<file path="config.mk">
export PLATFORM = sky130hd
export DESIGN_NAME = exception_seq
export DESIGN_NICKNAME = d
export VERILOG_FILES = /design/src/rtl/exc_pkg.sv /design/src/rtl/exception_seq_wait_counter.sv /design/src/rtl/exception_seq.sv
export SDC_FILE = /design/constraint.sdc
export NUM_CORES = 1
export LEC_CHECK = 0
export ABC_AREA = 1
export CAP_MARGIN = 20
export CORE_UTILIZATION = 48
export CTS_BUF_LIST = sky130_fd_sc_hd__clkbuf_2
export DETAILED_ROUTE_END_ITERATION = 8
export GPL_TIMING_DRIVEN = 0
export PLACE_DENSITY = 0.81
export SKIP_LAST_GASP = 1
export SLEW_MARGIN = 20
export SYNTH_ARGS = -nofsm -noshare
export SYNTH_HDL_FRONTEND = slang
export SYNTH_SLANG_ARGS = --single-unit
</file>
<file path="constraint.sdc">
create_clock -name clk -period 1.4 [get_ports clk]
set_clock_uncertainty 0.05 [all_clocks]
set_input_delay 0.35 -clock clk [delete_from_list [all_inputs] [get_ports clk]]
set_output_delay 0.35 -clock clk [all_outputs]
set_load 0.1 [all_outputs]
</file>
<file path="src/rtl/exc_pkg.sv">
// Shared encodings for the exception sequencer:
// states, cause codes and mux select codes.
package exc_pkg;

   localparam int CNT_W = 4;

   typedef enum logic [2:0] {
      ST_IDLE     = 3'd0,
      ST_LATCH    = 3'd1,
      ST_MEM_WAIT = 3'd2,
      ST_LOAD_PC  = 3'd3,
      ST_DONE     = 3'd4
   } state_t;

   localparam logic [1:0] CAUSE_NONE = 2'b00;
   localparam logic [1:0] CAUSE_INV  = 2'b01;
   localparam logic [1:0] CAUSE_OVF  = 2'b10;
   localparam logic [1:0] CAUSE_DIV  = 2'b11;

   localparam logic [2:0] SEL_253 = 3'b000;
   localparam logic [2:0] SEL_254 = 3'b001;
   localparam logic [2:0] SEL_255 = 3'b010;

   localparam logic [2:0] PC_SEL_NEXT = 3'b000;
   localparam logic [2:0] PC_SEL_MEM  = 3'b011;

endpackage

</file>
<file path="src/rtl/exception_seq_wait_counter.sv">
// Loadable down-counter used to time out the
// memory read latency of the vector fetch.
module wait_counter
   import exc_pkg::*;
#(
   parameter int W = CNT_W
) (
   input  logic         clk,
   input  logic         reset,
   input  logic         load,
   input  logic         dec,
   input  logic [W-1:0] load_val,
   output logic [W-1:0] count,
   output logic         zero,
   output logic         one
);

   always_ff @(posedge clk or negedge reset) begin
      if (!reset) begin
         count <= '0;
      end else if (load) begin
         count <= load_val;
      end else if (dec && (count != '0)) begin
         count <= count - 1'b1;
      end
   end

   assign zero = (count == '0);
   assign one  = (count == W'(1));

endmodule

</file>
<file path="src/rtl/exception_seq.sv">
// Exception sequencer: saves EPC, fetches the vector
// byte and reloads PC while the control unit stalls.
module exception_seq
   import exc_pkg::*;
#(
   parameter int          MEM_LATENCY = 2,
   parameter logic [2:0]  PC_MEM_SEL  = 3'b011
) (
   input  logic       clk,
   input  logic       reset,
   input  logic       invalid_op,
   input  logic       overflow,
   input  logic       div_zero,
   input  logic       lost_clr,
   output logic       busy,
   output logic       done,
   output logic [2:0] exc_sel,
   output logic       mem_addr_sel,
   output logic       mem_read,
   output logic       epc_write,
   output logic       pc_write,
   output logic [2:0] pc_src_sel,
   output logic [1:0] cause,
   output logic       lost
);

   state_t           state_q;
   state_t           state_d;
   logic [2:0]       sel_q;
   logic [1:0]       cause_q;
   logic             lost_q;
   logic             any_exc;
   logic             cnt_load;
   logic             cnt_dec;
   logic             cnt_zero;
   logic             cnt_one;
   logic [CNT_W-1:0] cnt_val;

   assign any_exc = invalid_op | overflow | div_zero;

   wait_counter #(.W(CNT_W)) u_cnt (
      .clk      (clk),
      .reset    (reset),
      .load     (cnt_load),
      .dec      (cnt_dec),
      .load_val (CNT_W'(MEM_LATENCY)),
      .count    (cnt_val),
      .zero     (cnt_zero),
      .one      (cnt_one)
   );

   always_ff @(posedge clk or negedge reset) begin
      if (!reset) begin
         state_q <= ST_IDLE;
      end else begin
         state_q <= state_d;
      end
   end

   always_comb begin
      state_d  = state_q;
      cnt_load = 1'b0;
      cnt_dec  = 1'b0;
      unique case (state_q)
         ST_IDLE: begin
            if (any_exc) state_d = ST_LATCH;
         end
         ST_LATCH: begin
            cnt_load = 1'b1;
            state_d  = ST_MEM_WAIT;
         end
         ST_MEM_WAIT: begin
            // zero guard keeps a bad latency from hanging here
            if (cnt_one || cnt_zero) state_d = ST_LOAD_PC;
            else cnt_dec = 1'b1;
         end
         ST_LOAD_PC: state_d = ST_DONE;
         ST_DONE:    state_d = ST_IDLE;
         default:    state_d = ST_IDLE;
      endcase
   end

   always_ff @(posedge clk or negedge reset) begin
      if (!reset) begin
         cause_q <= CAUSE_NONE;
         sel_q   <= SEL_253;
      end else if ((state_q == ST_IDLE) && any_exc) begin
         priority case (1'b1)
            invalid_op: begin
               cause_q <= CAUSE_INV;
               sel_q   <= SEL_253;
            end
            overflow: begin
               cause_q <= CAUSE_OVF;
               sel_q   <= SEL_254;
            end
            default: begin
               cause_q <= CAUSE_DIV;
               sel_q   <= SEL_255;
            end
         endcase
      end
   end

   always_ff @(posedge clk or negedge reset) begin
      if (!reset) begin
         lost_q <= 1'b0;
      end else if (any_exc && (state_q != ST_IDLE)) begin
         lost_q <= 1'b1;
      end else if (lost_clr) begin
         lost_q <= 1'b0;
      end
   end

   always_comb begin
      busy         = 1'b0;
      done         = 1'b0;
      exc_sel      = SEL_253;
      mem_addr_sel = 1'b0;
      mem_read     = 1'b0;
      epc_write    = 1'b0;
      pc_write     = 1'b0;
      pc_src_sel   = PC_SEL_NEXT;
      unique case (state_q)
         ST_LATCH: begin
            busy         = 1'b1;
            epc_write    = 1'b1;
            mem_addr_sel = 1'b1;
            exc_sel      = sel_q;
         end
         ST_MEM_WAIT: begin
            busy         = 1'b1;
            mem_read     = 1'b1;
            mem_addr_sel = 1'b1;
            exc_sel      = sel_q;
         end
         ST_LOAD_PC: begin
            busy         = 1'b1;
            pc_write     = 1'b1;
            pc_src_sel   = PC_MEM_SEL;
            mem_addr_sel = 1'b1;
            exc_sel      = sel_q;
         end
         ST_DONE: begin
            busy = 1'b1;
            done = 1'b1;
         end
         default: ;
      endcase
   end

   assign cause = cause_q;
   assign lost  = lost_q;

endmodule

</file>
# ---- Yosys cells after proc, flatten, opt, wreduce, memory -nomap -nowiden
# Cells that the tools add are included.
dict set report totals {
  register_bits 13
  inputBits 6
  output_inout_bits 15
  elab_cells 49
}
dict set report classes {
  n_addsub 1
  n_eq_ne 7
  n_mux 21
  bitwise_logic 2
  n_reduce_logical 13
}
# operator n
set ops {}
lappend ops {{3-bit one-hot mux with 4 select lines} 1}
lappend ops {{1-bit 2-to-1 mux} 11}
lappend ops {{3-bit 2-to-1 mux} 3}
lappend ops {{2-bit 2-to-1 mux} 4}
lappend ops {{4-bit 2-to-1 mux} 2}
lappend ops {{3-bit by 2-bit equality test with 1-bit output (second input constant)} 2}
lappend ops {{4-bit by 1-bit equality test with 1-bit output (second input constant)} 1}
lappend ops {{4-bit zero test} 1}
lappend ops {{2-bit inequality test (second input constant)} 2}
lappend ops {{2-bit nonzero test} 2}
lappend ops {{4-bit nonzero test} 1}
lappend ops {{4-bit OR reduction} 1}
lappend ops {{4-bit by 1-bit subtractor with 4-bit output (second input constant)} 1}
lappend ops {{3-bit by 1-bit equality test with 1-bit output (second input constant)} 1}
lappend ops {{3-bit equality test (second input constant)} 1}
lappend ops {{1-bit logical AND} 3}
lappend ops {{3-bit zero test} 1}
lappend ops {{3-bit nonzero test} 1}
lappend ops {{3-bit OR reduction} 1}
lappend ops {{1-bit bitwise OR} 2}
lappend ops {{2-bit AND reduction} 1}
lappend ops {{1-bit logical OR} 1}

# ---- Logic depth before layout (Yosys ltp)
dict set report logic_depth {
  word_depth 7
  mapped_depth 7
  ltp_nobuf 7
}

# ---- By module
# A second synthesis with hierarchy kept.
dict set report unflattened {
  hier_cells 112
  area_unflattened_um2 753.2
}
# module n_inst cells_each area_per_inst_um2 seq_area_each_um2
set by_module_without_submodules {}
lappend by_module_without_submodules {exception_seq 1 69 462.9 200.2}
lappend by_module_without_submodules {wait_counter 1 43 290.3 100.1}

# ---- Worst setup path after synthesis
# OpenSTA, ideal clock, no wires.
dict set report synth_path {
  path_kind {flip-flop to output port}
  startpoint {reg state_q[2]}
  endpoint {out busy}
  arrival_ns 3.481
  t_required_ns 1.000
  slack_ns -2.481
  path_stages_with_launch 4
  path_buffers 0
  path_cell_list {dfrtp_1 -> inv_1 -> nor3_1 -> or2_1}
}
dict set report synth_between {
  elab_chain_cells 3
  elab_cells_between_ends 6
  cone_classes {eq/ne: 4; mux: 1; reduce/logical: 1}
}
# element line_no
set synth_rtl {}
lappend synth_rtl {{from (decl)} exception_seq.sv:27} ;# state_t state_q;
lappend synth_rtl {{from (signal assigned)} exception_seq.sv:56} ;# state_q <= state_d;
lappend synth_rtl {{3-bit by 2-bit equality test with 1-bit output, or another cell as far along} exception_seq.sv:124} ;# unique case (state_q)
lappend synth_rtl {{4-bit OR reduction (no source line) *} n/a}
lappend synth_rtl {{1-bit 2-to-1 mux *} exception_seq.sv:124}
lappend synth_rtl {{to (decl)} exception_seq.sv:15} ;# output logic busy,
# Every way passes the cells marked *; elsewhere a longest branch is shown, timed or not.

# ---- Worst setup path in the final report
dict set report layout_path {
  startpoint {reg state_q[1]}
  endpoint {out busy}
}
# Same word-level chain as after synthesis.

==> impl_metrics.prom <==
# TYPE chip_impl_metric gauge
chip_impl_metric{name="ctsHtreeMaxLevel",unit=""} 1
chip_impl_metric{name="first_global_vias",unit=""} 657
chip_impl_metric{name="max_freq",unit="GHz"} 0.528
chip_impl_metric{name="worstPathRequired",unit="ps"} 1000
chip_impl_metric{name="numPortBuffers",unit=""} 18
chip_impl_metric{name="grt_pass1_wl",unit="µm"} 2930
chip_impl_metric{name="layout.area.seq",unit="µm²"} 304
chip_impl_metric{name="gr-total-overflow",unit=""} 0
chip_impl_metric{name="synth-edff-count",unit=""} 0
chip_impl_metric{name="layout.nets",unit=""} 136
chip_impl_info{name="crit_path_top_delay_cell",value="dfrtp_2"} 1
chip_impl_metric{name="slew-limit-headroom",unit="%"} 59.4
chip_impl_info{name="synth_top_cells_by_count",value="inv_1 (15), nand2_1 (14), dfrtp_1 (12)"} 1
chip_impl_info{name="end_kind",value="primary output"} 1
chip_impl_metric{name="cts_buffer_depth",unit=""} 2
chip_impl_metric{name="routedWlPerCell",unit="µm"} 21.0
chip_impl_metric{name="syn_area",unit="µm²"} 714
chip_impl_metric{name="worstMarginPinSlew",unit="ps"} 607
chip_impl_metric{name="cts.sinks",unit=""} 12
chip_impl_metric{name="rrSetupSlack",unit="ps"} -30
chip_impl_metric{name="drt_first_iter_violations",unit=""} 27
chip_impl_metric{name="placeableCoreArea",unit="µm²"} 1350
chip_impl_metric{name="final_cells",unit=""} 141
chip_impl_metric{name="final.min_clock_period",unit="ps"} 1890
chip_impl_metric{name="post-place-cells",unit=""} 123
chip_impl_metric{name="yosysUniqueCellTypes",unit=""} 22
chip_impl_metric{name="global_route_usage_over_all_layers",unit="%"} 28.2
chip_impl_metric{name="number_of_cells_on_the_critical_path",unit=""} 4
chip_impl_metric{name="nFillCells",unit=""} 29
chip_impl_metric{name="grt_use_met2",unit="%"} 45.6
chip_impl_info{name="netlist_top_cells_area",value="dfrtp_1 (42%), inv_1 (7.9%), nand2_1 (7.4%)"} 1
chip_impl_info{name="worst_r2r_endpoint",value="u_cnt.count[1]$_DFFE_PN0P_"} 1
chip_impl_info{name="crit_path_class",value="reg2out"} 1
chip_impl_metric{name="report.final.slew_viol_count",unit=""} 0
chip_impl_metric{name="die_area",unit="µm²"} 1650
chip_impl_metric{name="hold_slack",unit="ps"} 353
chip_impl_metric{name="fin_tns_setup",unit="ps"} -4260
chip_impl_info{name="regToRegStartpoint",value="u_cnt.count[1]$_DFFE_PN0P_"} 1
chip_impl_metric{name="data_arrival_time_of_the_worst_path",unit="ps"} 1490
chip_impl_metric{name="initial_utilization",unit="%"} 52.9
chip_impl_metric{name="dp_hpwl",unit="µm"} 1080
chip_impl_info{name="worstSetupEndpoint",value="busy"} 1
chip_impl_metric{name="antenna_cells",unit=""} 0
chip_impl_info{name="postSynth.topFlopCell",value="dfrtp_1"} 1
chip_impl_metric{name="detailedPlace.worstSlack",unit="ps"} -1060
chip_impl_metric{name="ys_seq_elements",unit=""} 12
chip_impl_metric{name="viasPerCell",unit=""} 5.94
chip_impl_info{name="timing.critical_path.mode_cell",value="nor2_4"} 1
chip_impl_metric{name="die_width",unit="µm"} 40.6
chip_impl_metric{name="globalRouteMet3Util",unit="%"} 5.00
chip_impl_metric{name="hold_viol",unit=""} 0
chip_impl_metric{name="area_fraction_of_the_dominant_cell_type_after_synthesis",unit="%"} 42.0
chip_impl_info{name="violations",value="negative setup slack"} 1
chip_impl_metric{name="drc",unit=""} 0
chip_impl_metric{name="insertion_delay",unit="ps"} 300
chip_impl_info{name="tritoncts_clock_tree",value="yes"} 1
chip_impl_metric{name="synth-warning-count",unit=""} 0
chip_impl_info{name="status",value="finished, violations left"} 1
chip_impl_metric{name="ant_nets",unit=""} 0
chip_impl_metric{name="grt_use_met1",unit="%"} 34.8
chip_impl_info{name="root_buffer",value="clkbuf_2"} 1
chip_impl_metric{name="synth-seq-area-share",unit="%"} 42.0
chip_impl_metric{name="ys_async_sr_fraction",unit="%"} 100
chip_impl_metric{name="routed_wl",unit="µm"} 2970
chip_impl_info{name="global_route.peak_usage_layer",value="met2"} 1
chip_impl_metric{name="cpPeakStageDelay",unit="ps"} 490
chip_impl_metric{name="r2r_cells",unit=""} 7
chip_impl_info{name="critPathLaunchType",value="flip-flop"} 1
chip_impl_metric{name="critical_path_buf_inv_count",unit=""} 1
chip_impl_metric{name="area.growth.synth_to_final",unit="%"} 81.3
chip_impl_metric{name="dieHeight",unit="µm"} 40.6
chip_impl_metric{name="holdBufCountCts",unit=""} 0
chip_impl_info{name="worstSetupStartpoint",value="state_q[1]$_DFFE_PN0P_"} 1
chip_impl_metric{name="timing.max_cap.violations",unit=""} 0
chip_impl_metric{name="fp-row-count",unit=""} 13
chip_impl_info{name="yosys.area.top_type",value="dfrtp_1"} 1
chip_impl_info{name="post-synth-top-count-cell",value="inv_1"} 1
chip_impl_metric{name="antenna_found_initial",unit=""} 0
chip_impl_metric{name="worstPathMaxFanout",unit=""} 4
chip_impl_metric{name="gp_congestion",unit=""} 0.875
chip_impl_metric{name="synthesis.instances",unit=""} 89
chip_impl_metric{name="firstDrtPassIters",unit=""} 4
chip_impl_metric{name="layout_worst_path_cycle_share",unit="%"} 135
chip_impl_info{name="hp-class",value="in2async"} 1
chip_impl_metric{name="setup_violations",unit=""} 17
chip_impl_metric{name="post_route_cells_drive_above_1_share",unit="%"} 55.6
chip_impl_info{name="timing.critical_path.max_delay_family",value="simple AND/OR/NAND/NOR gates"} 1
chip_impl_metric{name="layout_setup_ws",unit="ps"} -493
chip_impl_metric{name="io_pins",unit=""} 21
chip_impl_metric{name="num_vias",unit=""} 838
chip_impl_metric{name="grt_start_max_net_pins",unit=""} 13
chip_impl_metric{name="post_synth.cell_area_avg",unit="µm²"} 8.03
chip_impl_metric{name="multiInputGateArea",unit="µm²"} 422
chip_impl_metric{name="path_clk_slew",unit="ps"} 150
chip_impl_info{name="rsz0062_at_grt",value="yes"} 1
chip_impl_info{name="sequence_of_cells_on_the_critical_path",value="nor2_4 > nor2_4 > or2_4 > buf_12"} 1
chip_impl_metric{name="cts_inserted_buffers",unit=""} 3
## what timing repair did
item                       4_1_cts  5_1_grt
pin swaps                        6       10
resized for setup              112       15
cloned                           0        0
setup buffers                    7        7
setup endpoints to repair       13       15
## state kept, by name, indices dropped and copies added (netlist names)
| signal | count |
|---|---|
| u_cnt.count | 4 |
| state_q | 3 |
| cause | 2 |
| sel_q | 2 |
| lost | 1 |
## cell usage in the layout, fill, tap and decap left out
| cell type | netlist | final |
|---|---|---|
| inv_2 | 2 | 6 |
| o21ai_1 | 3 | 4 |
| dfrtp_1 | 12 | 9 |
| nor3_1 | 3 | 1 |
| ha_4 | 0 | 1 |
| clkbuf_2 | 0 | 4 |
| nor2_4 | 1 | 8 |
| buf_6 | 0 | 7 |
| xor2_1 | 1 | 1 |
| nand2_1 | 14 | 14 |
| clkdlybuf4s50_1 | 0 | 5 |
| ha_1 | 3 | 1 |
| ha_2 | 0 | 1 |
| dfrtp_2 | 0 | 3 |
| nor2_1 | 9 | 4 |
| nand3_2 | 0 | 2 |
| buf_12 | 0 | 12 |
| o21ai_2 | 2 | 2 |
| inv_4 | 0 | 3 |
| o211a_1 | 1 | 1 |
| nor3_4 | 1 | 3 |
| o21ai_0 | 3 | 2 |
| nand4_1 | 1 | 1 |
| or2_4 | 0 | 1 |
| nor2_2 | 3 | 1 |
| buf_4 | 4 | 12 |
| nand2_2 | 4 | 4 |
| inv_1 | 15 | 8 |
| nand3_1 | 4 | 2 |
| conb_1 | 1 | 2 |
| nand3b_1 | 1 | 1 |
## stage by stage
stage | instance area [µm²] | util (%)
global route | 1290 | 95.9
CTS | 1190 | 88.4
global placement | 1010 | 75.1
finish | 1290 | 95.9
detailed placement | 1010 | 75.1
floorplan | 815 | -
## worst min path at each step
stage | from | end | slack, ps
after global placement | sel_q[1]$_DFFE_PN0P_ | sel_q[1]$_DFFE_PN0P_ | 420
after CTS | reset | u_cnt.count[2]$_DFFE_PN0P_ | 380
after detailed placement | sel_q[1]$_DFFE_PN0P_ | sel_q[1]$_DFFE_PN0P_ | 430
after floorplan | reset | cause[0]$_DFFE_PN0P_ | 4
final | reset | state_q[1]$_DFFE_PN0P_ | 350
after global routing | reset | state_q[1]$_DFFE_PN0P_ | 360
## logic make-up (layout without fill, tap and decap cells)
group | after synthesis | in the layout | synth area share (%)
flip-flops | 12 | 12 | 42.0
AO/OA/AOI/OAI | 9 | 9 | 8.06
other | 1 | 2 | 0.525
buffers and inverters | 21 | 57 | 13.1
AND/OR/NAND/NOR | 42 | 42 | 29.8
XOR/XNOR | 1 | 1 | 1.23
adder cells (fa/ha/maj) | 3 | 3 | 5.25
## final cells by class
class / instances / share of cell area, %
flip-flops and latches: 12 / 23.5
inverters: 17 / 5.51
well taps: 15 / 1.45
clock buffers: 4 / 1.55
multi-input cells: 57 / 32.6
repair buffers: 32 / 31.2
plain buffers: 4 / 4.25
## metal layers
| layer | routed length [µm] | vias to the layer above |
|---|---|---|
| li1 | - | 341 |
| met1 | 968 | 384 |
| met2 | 1490 | 88 |
| met3 | 307 | 25 |
| met4 | 198 | 0 |
| met5 | 0 | - |
Power is left out: the tool's default activity adds up to more than one toggle a clock period on the data nets, which glitch-free logic cannot reach.
